--- src/rtl/dual_issue_sched_pkg.sv ---
// Shared definitions for the dual-issue scheduler: MIPS opcodes, field slices,
// the instruction-class enum and the buffered-entry record.
package dual_issue_sched_pkg;

    localparam logic [5:0] OP_RTYPE = 6'h00;
    localparam logic [5:0] OP_J     = 6'h02;
    localparam logic [5:0] OP_JAL   = 6'h03;
    localparam logic [5:0] OP_BEQ   = 6'h04;
    localparam logic [5:0] OP_BNE   = 6'h05;
    localparam logic [5:0] OP_LW    = 6'h23;
    localparam logic [5:0] OP_SW    = 6'h2B;

    localparam int OP_MSB = 31;
    localparam int OP_LSB = 26;
    localparam int RS_MSB = 25;
    localparam int RS_LSB = 21;
    localparam int RT_MSB = 20;
    localparam int RT_LSB = 16;
    localparam int RD_MSB = 15;
    localparam int RD_LSB = 11;

    localparam logic [4:0] REG_RA = 5'd31;

    typedef enum logic [2:0] {
        CLS_ALU,
        CLS_LOAD,
        CLS_STORE,
        CLS_BRANCH,
        CLS_JUMP
    } instr_class_e;

    typedef struct packed {
        logic [31:0] instr;
        logic [31:0] pc;
    } entry_t;

    function automatic logic is_mem(input instr_class_e c);
        return (c == CLS_LOAD) || (c == CLS_STORE);
    endfunction

    function automatic logic is_ctl(input instr_class_e c);
        return (c == CLS_BRANCH) || (c == CLS_JUMP);
    endfunction

endpackage

--- src/rtl/dual_issue_sched_decode.sv ---
// Classifies one instruction and extracts its register usage; register 0 is
// reported as "no destination" / "unused source" so it never forms a dependency.
module instr_class_decode
    import dual_issue_sched_pkg::*;
(
    input  logic [31:0]  instr_i,
    output instr_class_e cls_o,
    output logic [4:0]   dest_o,
    output logic [4:0]   src_a_o,
    output logic [4:0]   src_b_o,
    output logic         uses_a_o,
    output logic         uses_b_o
);
    logic [5:0] op;
    logic [4:0] rs, rt, rd;
    logic       use_a, use_b;

    assign op = instr_i[OP_MSB:OP_LSB];
    assign rs = instr_i[RS_MSB:RS_LSB];
    assign rt = instr_i[RT_MSB:RT_LSB];
    assign rd = instr_i[RD_MSB:RD_LSB];

    // Anything not listed is an ALU-immediate form writing rt.
    always_comb begin
        cls_o  = CLS_ALU;
        dest_o = rt;
        use_a  = 1'b1;
        use_b  = 1'b0;
        case (op)
            OP_RTYPE: begin dest_o = rd; use_b = 1'b1; end
            OP_LW:    cls_o = CLS_LOAD;
            OP_SW:    begin cls_o = CLS_STORE; dest_o = 5'd0; use_b = 1'b1; end
            OP_BEQ,
            OP_BNE:   begin cls_o = CLS_BRANCH; dest_o = 5'd0; use_b = 1'b1; end
            OP_J:     begin cls_o = CLS_JUMP; dest_o = 5'd0; use_a = 1'b0; end
            OP_JAL:   begin cls_o = CLS_JUMP; dest_o = REG_RA; use_a = 1'b0; end
            default:  ;
        endcase
    end

    assign src_a_o  = rs;
    assign src_b_o  = rt;
    assign uses_a_o = use_a && (rs != 5'd0);
    assign uses_b_o = use_b && (rt != 5'd0);

endmodule

--- src/rtl/dual_issue_sched.sv ---
// In-order dual-issue scheduler: a circular pair-fetch buffer feeding a
// registered two-slot issue stage with RAW/WAW, memory-port and load-use checks.
module dual_issue_sched
    import dual_issue_sched_pkg::*;
#(
    parameter int DEPTH = 4
) (
    input  logic                     clk,
    input  logic                     reset,
    input  logic                     fetch_valid,
    output logic                     fetch_ready,
    input  logic [31:0]              fetch_instr0,
    input  logic [31:0]              fetch_instr1,
    input  logic [31:0]              fetch_pc,
    input  logic                     stall,
    input  logic                     flush,
    output logic                     issue0_valid,
    output logic [31:0]              issue0_instr,
    output logic [31:0]              issue0_pc,
    output logic                     issue1_valid,
    output logic [31:0]              issue1_instr,
    output logic [31:0]              issue1_pc,
    output logic [$clog2(DEPTH):0]   count
);
    localparam int PW = $clog2(DEPTH);
    localparam int CW = PW + 1;

    entry_t          buf_q [DEPTH];
    logic [PW-1:0]   rd_ptr_q, rd_ptr_d, wr_ptr_q, wr_ptr_d;
    logic [CW-1:0]   count_q, count_d;
    logic            iv0_q, iv0_d, iv1_q, iv1_d;
    entry_t          is0_q, is0_d, is1_q, is1_d;
    logic [4:0]      lu0_q, lu0_d, lu1_q, lu1_d;

    entry_t          head0, head1;
    instr_class_e    cls0, cls1;
    logic [4:0]      dest0, dest1, sa0, sb0, sa1, sb1;
    logic            ua0, ub0, ua1, ub1;
    logic            hz0, hz1, can0, can1, enq;
    logic [1:0]      deq_cnt;

    // Handshake: a pair transfers on a cycle where fetch_valid and fetch_ready
    // are both high and flush is low; fetch_ready depends only on registered count.
    assign fetch_ready = (CW'(DEPTH) - count_q) >= CW'(2);
    assign enq         = fetch_valid && fetch_ready && !flush;

    assign head0 = buf_q[rd_ptr_q];
    assign head1 = buf_q[rd_ptr_q + PW'(1)];

    instr_class_decode u_dec0 (
        .instr_i (head0.instr), .cls_o (cls0), .dest_o (dest0),
        .src_a_o (sa0), .src_b_o (sb0), .uses_a_o (ua0), .uses_b_o (ub0)
    );

    instr_class_decode u_dec1 (
        .instr_i (head1.instr), .cls_o (cls1), .dest_o (dest1),
        .src_a_o (sa1), .src_b_o (sb1), .uses_a_o (ua1), .uses_b_o (ub1)
    );

    // lu*_q hold the load destinations of the bundle currently on the issue outputs.
    assign hz0 = (ua0 && (sa0 == lu0_q || sa0 == lu1_q)) ||
                 (ub0 && (sb0 == lu0_q || sb0 == lu1_q));
    assign hz1 = (ua1 && (sa1 == lu0_q || sa1 == lu1_q)) ||
                 (ub1 && (sb1 == lu0_q || sb1 == lu1_q));

    assign can0 = (count_q != '0) && !hz0;
    assign can1 = can0 && (count_q >= CW'(2)) &&
                  !(ua1 && sa1 == dest0) && !(ub1 && sb1 == dest0) &&
                  !(dest1 != 5'd0 && dest1 == dest0) &&
                  !(is_mem(cls0) && is_mem(cls1)) &&
                  !is_ctl(cls1) && !hz1;

    assign deq_cnt = stall ? 2'd0 : ({1'b0, can0} + {1'b0, can1});

    always_comb begin
        rd_ptr_d = rd_ptr_q;
        wr_ptr_d = wr_ptr_q;
        count_d  = count_q;
        iv0_d    = iv0_q;
        iv1_d    = iv1_q;
        is0_d    = is0_q;
        is1_d    = is1_q;
        lu0_d    = lu0_q;
        lu1_d    = lu1_q;
        if (flush) begin
            rd_ptr_d = '0;
            wr_ptr_d = '0;
            count_d  = '0;
            iv0_d    = 1'b0;
            iv1_d    = 1'b0;
            is0_d    = '0;
            is1_d    = '0;
            lu0_d    = 5'd0;
            lu1_d    = 5'd0;
        end else begin
            if (!stall) begin
                iv0_d    = can0;
                iv1_d    = can1;
                is0_d    = can0 ? head0 : '0;
                is1_d    = can1 ? head1 : '0;
                lu0_d    = (can0 && cls0 == CLS_LOAD) ? dest0 : 5'd0;
                lu1_d    = (can1 && cls1 == CLS_LOAD) ? dest1 : 5'd0;
                rd_ptr_d = rd_ptr_q + PW'(deq_cnt);
            end
            if (enq) wr_ptr_d = wr_ptr_q + PW'(2);
            count_d = count_q + (enq ? CW'(2) : CW'(0)) - CW'(deq_cnt);
        end
    end

    always_ff @(posedge clk) begin
        if (reset) begin
            rd_ptr_q <= '0;
            wr_ptr_q <= '0;
            count_q  <= '0;
            iv0_q    <= 1'b0;
            iv1_q    <= 1'b0;
            is0_q    <= '0;
            is1_q    <= '0;
            lu0_q    <= 5'd0;
            lu1_q    <= 5'd0;
        end else begin
            rd_ptr_q <= rd_ptr_d;
            wr_ptr_q <= wr_ptr_d;
            count_q  <= count_d;
            iv0_q    <= iv0_d;
            iv1_q    <= iv1_d;
            is0_q    <= is0_d;
            is1_q    <= is1_d;
            lu0_q    <= lu0_d;
            lu1_q    <= lu1_d;
        end
    end

    always_ff @(posedge clk) begin
        if (!reset && enq) begin
            buf_q[wr_ptr_q]          <= '{instr: fetch_instr0, pc: fetch_pc};
            buf_q[wr_ptr_q + PW'(1)] <= '{instr: fetch_instr1, pc: fetch_pc + 32'd4};
        end
    end

    assign count        = count_q;
    assign issue0_valid = iv0_q;
    assign issue0_instr = is0_q.instr;
    assign issue0_pc    = is0_q.pc;
    assign issue1_valid = iv1_q;
    assign issue1_instr = is1_q.instr;
    assign issue1_pc    = is1_q.pc;

endmodule

--- config.mk ---
export PLATFORM = sky130hd
export DESIGN_NAME = dual_issue_sched
export DESIGN_NICKNAME = d
export VERILOG_FILES = /design/src/rtl/dual_issue_sched_pkg.sv /design/src/rtl/dual_issue_sched_decode.sv /design/src/rtl/dual_issue_sched.sv
export SDC_FILE = /design/constraint.sdc
export NUM_CORES = 1
export LEC_CHECK = 0
export BUFFER_PORTS_ARGS = -buffer_cell sky130_fd_sc_hd__buf_2
export CORE_UTILIZATION = 50
export CTS_BUF_LIST = sky130_fd_sc_hd__clkbuf_16
export CTS_CLUSTER_DIAMETER = 80
export DETAILED_ROUTE_END_ITERATION = 12
export PLACE_DENSITY = 0.74
export SYNTH_ARGS = -nofsm -noshare
export SYNTH_HDL_FRONTEND = slang
export SYNTH_SLANG_ARGS = --single-unit
--- constraint.sdc ---
create_clock -name clk -period 11.3 [get_ports clk]
set_input_delay 1.695 -clock clk [delete_from_list [all_inputs] [get_ports clk]]
set_output_delay 1.695 -clock clk [all_outputs]
set_load 0.005 [all_outputs]
==> flow_summary.json, run 1 <==
{
  "hold_viol": 0,
  "min_period_ns": 5.67,
  "peakVddDrop_v": 0.000107,
  "drc_errors": 0,
  "hpwl_um": 30200,
  "synthTopCellsByArea": "edfxtp_1 43%, dfxtp_1 17%, mux4_2 16%",
  "vias": 11500,
  "reg2reg_slack_ns": 5.63,
  "synth.avg_cell_area_um2": 14.4,
  "drv_slew": 0,
  "ys_warn_count": 0,
  "wl_um": 45600,
  "synth_seq_area_share_pct": 59.8,
  "yosys.area.top_type": "edfxtp_1",
  "dieArea_um2": 36000,
  "drt_iter0_drc": 1129,
  "period_share_pct": 50.1,
  "portBuffers": 234,
  "final_layout_size_suffix_gt1_share_pct": 31.4,
  "wl_per_cell_um": 23.9,
  "grt_pass1_vias": 11700,
  "grt_max_degree": 77,
  "postCtsSetupBuffers": 0,
  "crit_arrival_ns": 6.07,
  "rows": 68,
  "grt_pass1_wl_um": 69300,
  "synth_edf_count": 252,
  "clk_pin_slew_worst_paths_ns": 0.06,
  "cts-buffers-inserted": 43,
  "hp-class": "register to register",
  "worst_slew_pin_slew_ns": 1.10,
  "ys_seq_elements": 400,
  "endpoint_kind": "register",
  "required_ns": 11.71,
  "dp_slack_ns": 5.66,
  "gp_congestion": 0.936,
  "tns_ns": 0,
  "cts.sinks": 400,
  "ctsHoldBuffers": 0,
  "rsz0062_at_grt": "false",
  "hold_slack_ns": 0.472,
  "vias_per_cell": 6.03,
  "design.core.area_um2": 34600,
  "area_growth_pct": 16.3,
  "netlist.area_leader.share_pct": 43.0,
  "clk-insertion-delay-late_ns": 0.55,
  "start_util_pct": 50.9,
  "clockBufferDepth": 3,
  "layout.nets": 1531,
  "clock_skew_ns": 0.0162,
  "antenna_left": 0,
  "crit_type": "register to register",
  "max-cap-violations": 0,
  "setup_viol": 0,
  "syn_nets": 1330,
  "die_w_um": 190,
  "status": "completed",
  "dr.pass1.iters": 5,
  "fmax_mhz": 177,
  "relSlewSlack_pct": 26.4,
  "synth.distinct_cells": 58,
  "antenna_found_initial": 2,
  "syn_area_um2": 17600,
  "leakagePower_uw": 0.00726,
  "synthFlopType": "edfxtp_1",
  "final_cell_mix": "252 x edfxtp_1, 233 x buf_2, 144 x dfxtp_1",
  "ctsHtreeMaxLevel": 2,
  "cts_tree": "built",
  "cp-start-kind": "register",
  "syn_inst": 1220,
  "worst_slack_ns": 5.63,
  "cts_resized": 0,
  "ios": 235,
  "crit_fanout": 45,
  "final_common_cell": "edfxtp_1",
  "power_density_nw_per_um2": 179,
  "cts-root-buf": "clkbuf_16",
  "async_flop_share_pct": 0,
  "grt_usage_pct": 25.5,
  "die_h_um": 190,
  "power_uw": 3670,
  "grt_overflow": 0
}
[worst max-delay path: stages, from the launching register on]
cell and delay [ns]:
dfxtp_4 0.66, buf_4 0.74, mux4_2 0.49, nor4_2 0.70, o21ai_0 0.30, o31ai_2 0.21, nor2_1 0.09, a2111oi_0 0.55
nor3_1 0.13, nand2_1 0.08, nor2_1 0.07, ha_1 0.21, nor2b_1 0.14, fa_1 0.50, inv_1 0.04, ha_1 0.19
xnor2_1 0.16, xnor2_1 0.13, nor2_1 0.05
[per-layer routing]
| metal | up-vias | global-route usage (%) | share of wire, % | routed length [um] |
|---|---|---|---|---|
| li1 | 5116 | - | - | - |
| met1 | 5807 | 34.1 | 41 | 18600 |
| met2 | 494 | 41.4 | 48 | 22100 |
| met3 | 89 | 4.48 | 7.3 | 3320 |
| met4 | 4 | 10.4 | 3.5 | 1580 |
| met5 | - | 0 | 0.048 | 22 |
[logic make-up (layout without fill, tap and decap cells)]
logic type,after synthesis,after routing,share of synthesized area [%]
adders and majority gates,9,9,0.682
muxes,131,131,16.3
DFF,400,400,59.8
xor gates and xnor gates,84,84,4.18
and+or+nand+nor,289,289,8.40
buffers and inverters,113,347,2.81
AOI/OAI and AO/OA,194,194,7.88
other,0,1,0
[report_power, final]
part           internal, uW  switching (uW)
logic                   238             354
clock network           799             573
registers              1650            58.9
[flip-flops by register name, indices dropped and copies added, names as in the netlist, 2 cells and up, named ones only]
register,cells
buf_q,252
issue0_instr,32
issue0_pc,32
issue1_instr,32
issue1_pc,32
lu0_q,5
lu1_q,5
count,3
rd_ptr_q,2
[area by class of cell]
class / instances / area, um^2
inverter: 22 / 82.6
multi-input combinational: 707 / 6620
tap: 455 / 569
clock buffer: 47 / 1180
clock inverter: 31 / 224
antenna: 1 / 2.50
fill: 2704 / 14100
sequential: 400 / 10500
timing repair buffer: 247 / 1270
[final timing paths]
check / from / end / cells after the start
setup / recovery: register / count[2]$_SDFF_PP0_ / 18
hold reg to reg: issue1_instr[10]$_SDFFE_PP0N_ / issue1_instr[10]$_SDFFE_PP0N_ / 1
hold / removal: issue1_instr[10]$_SDFFE_PP0N_ / issue1_instr[10]$_SDFFE_PP0N_ / 1
setup reg to reg: register / count[2]$_SDFF_PP0_ / 18
[per-stage QoR]
step,cells,cell area (um^2),util [%]
floorplan,1220,17600,-
global placement,1831,19100,55.1
detailed placement,1831,19100,55.1
CTS,1909,20500,59.2
global route,1909,20500,59.2
finish,1910,20500,59.2
[cells in the mapped netlist (all sizes together), types with 8 or more instances]
cell type  count
nor3b         51
nand3         18
nor3          21
and3           9
buf           29
xor2          27
a22o          65
clkbuf        62
edfxtp       252
a21oi         66
ha             8
dfxtp        148
o21ai         16
inv           22
mux4         124
xnor2         57
nand2         42
nor2         110
o31a           9
Note: power is estimated with default switching activity, not from simulation.
==> run 2: changes to the inputs <==
- PLACE_DENSITY: 0.74 -> 0.72
- clock period: 11.3 -> 5.4 ns (I/O delays scaled with it)
==> run 2 against run 1 <==
Compared with the run above: final area increased by 0.67%; maximum frequency up 14%; combinational power rose by 110%; worst setup slack worse by 5.2 ns.
==> flow_summary.json, run 2 (synthesis results as in run 1) <==
{
  "final_cell_mix": "252 x edfxtp_1, 233 x buf_2, 144 x dfxtp_1",
  "max_stage_delay_ns": 0.68,
  "crit_fanout": 19,
  "grt_pass1_vias": 11400,
  "hold_slack_ns": 0.432,
  "start_util_pct": 50.9,
  "largest_reg_flops": 252,
  "die_h_um": 190,
  "fmax_mhz": 202,
  "tns_ns": 0,
  "crit_end": "count[2]$_SDFF_PP0_",
  "grt_overflow": 0,
  "final_common_cell": "edfxtp_1",
  "timing.rr.end": "count[2]$_SDFF_PP0_",
  "ctsHoldBuffers": 0,
  "dpl.cell_count": 1838,
  "grt_pass1_wl_um": 68900,
  "period_share_pct": 91.8,
  "ios": 235,
  "reg2reg_slack_ns": 0.44,
  "setup_viol": 0,
  "cts-root-buf": "clkbuf_16",
  "antenna_cells": 0,
  "portBuffers": 234,
  "min_period_ns": 4.96,
  "area_growth_pct": 17.1,
  "max-cap-violations": 0,
  "crit_type": "register to register",
  "postCtsSetupBuffers": 0,
  "hpwl_um": 30500,
  "top_register": "buf_q",
  "cts.sinks": 400,
  "dieArea_um2": 36000,
  "startpoint": "rd_ptr_q[0]$_SDFFE_PP0N_",
  "drc_errors": 0,
  "worst_slack_ns": 0.443,
  "design.core.area_um2": 34600,
  "dp_slack_ns": 0.481,
  "power_density_nw_per_um2": 377,
  "leakagePower_uw": 0.00737,
  "dr.pass1.iters": 5,
  "relSlewSlack_pct": 22.4,
  "grt_max_degree": 76,
  "rows": 68,
  "wl_um": 45600,
  "vias_per_cell": 5.94,
  "cp_common_cell": "nor2_1",
  "cp-start-kind": "register",
  "drt_iter0_drc": 784,
  "cts_resized": 0,
  "r2r_start": "rd_ptr_q[0]$_SDFFE_PP0N_",
  "antenna_found_initial": 2,
  "drv_slew": 0,
  "status": "completed",
  "final_cells": 1920,
  "clockBufferDepth": 3,
  "required_ns": 5.82,
  "die_w_um": 190,
  "wl_per_cell_um": 23.7,
  "r2r_cells": 17,
  "final_layout_size_suffix_gt1_share_pct": 31.3,
  "grt_usage_pct": 25.6,
  "gp_congestion": 0.936,
  "crit_path_top_delay_cell": "mux4_2",
  "crit_arrival_ns": 5.38,
  "layout.nets": 1539,
  "hold_viol": 0,
  "endpoint_kind": "register",
  "rsz0062_at_grt": "false",
  "cts_tree": "built",
  "clk-insertion-delay-late_ns": 0.57,
  "ctsHtreeMaxLevel": 2,
  "peakVddDrop_v": 0.000266,
  "clk_pin_slew_worst_paths_ns": 0.06,
  "vias": 11400,
  "antenna_left": 0,
  "worst_slew_pin_slew_ns": 1.15,
  "hp-class": "input port to register",
  "cts-buffers-inserted": 44,
  "path_cells": "mux4_2, or4b_4, nor2_1, a21oi_1, a221o_1, or3_1, a2111o_1, nand2_1, nor2_1, ha_1, nor2b_1, fa_1, inv_1, ha_1, xnor2_1, xnor2_1, nor2_1",
  "clock_skew_ns": 0.0198,
  "finalCoreUtilization_pct": 59.6
}
==> run 2: final cells by class <==
cell class	count	area [um^2]
fillers	2713	14000
flip-flops and latches	400	10500
multi-input cells	707	6630
repair buffers	254	1350
clock buffers	50	1250
well taps	455	569
clock inverters	32	198
inverters	22	82.6
==> run 2: worst max-delay path: cells and delay by family (launching register included) <==
kind / cells / cell delay (ns)
simple gates: 7 / 1.34
fa+ha+maj: 3 / 0.93
xor+xnor: 2 / 0.32
buf+inv: 1 / 0.04
flops: 1 / 0.57
compound gates: 3 / 0.93
mux: 1 / 0.68
==> run 2: metrics by stage <==
step,instance area (um^2),total power [uW]
finish,20600,7770
global route,20600,8060
CTS,20600,7820
detailed placement,19200,4880
global placement,19200,4860
floorplan,17600,4440
==> run 2: power by group <==
group	internal (uW)	switching (uW)	leakage [uW]
sequential	3450	105	0.00348
combinational	513	758	0.00311
clock	1750	1200	0.000775
==> run 2: routing by layer <==
metal,part of all wire [%],global-route usage (%),vias to the layer above
li1,-,-,5135
met1,42,34.2,5777
met2,49,42.9,426
met3,5.9,4.10,69
met4,2.4,8.53,4
met5,0.053,0,-
==> run 2: how the worst min path moves through the flow <==
stage	startpoint	endpoint	cells past startpoint
CTS	fetch_instr0[15]	buf_q[0][47]$_DFFE_PP_	1
finish	fetch_pc[0]	buf_q[1][0]$_DFFE_PP_	1
detailed placement	issue1_valid$_SDFFE_PP0N_	issue1_valid$_SDFFE_PP0N_	1
global route	fetch_instr0[2]	buf_q[0][34]$_DFFE_PP_	1
floorplan	issue1_valid$_SDFFE_PP0N_	issue1_valid$_SDFFE_PP0N_	1
global placement	issue1_valid$_SDFFE_PP0N_	issue1_valid$_SDFFE_PP0N_	1
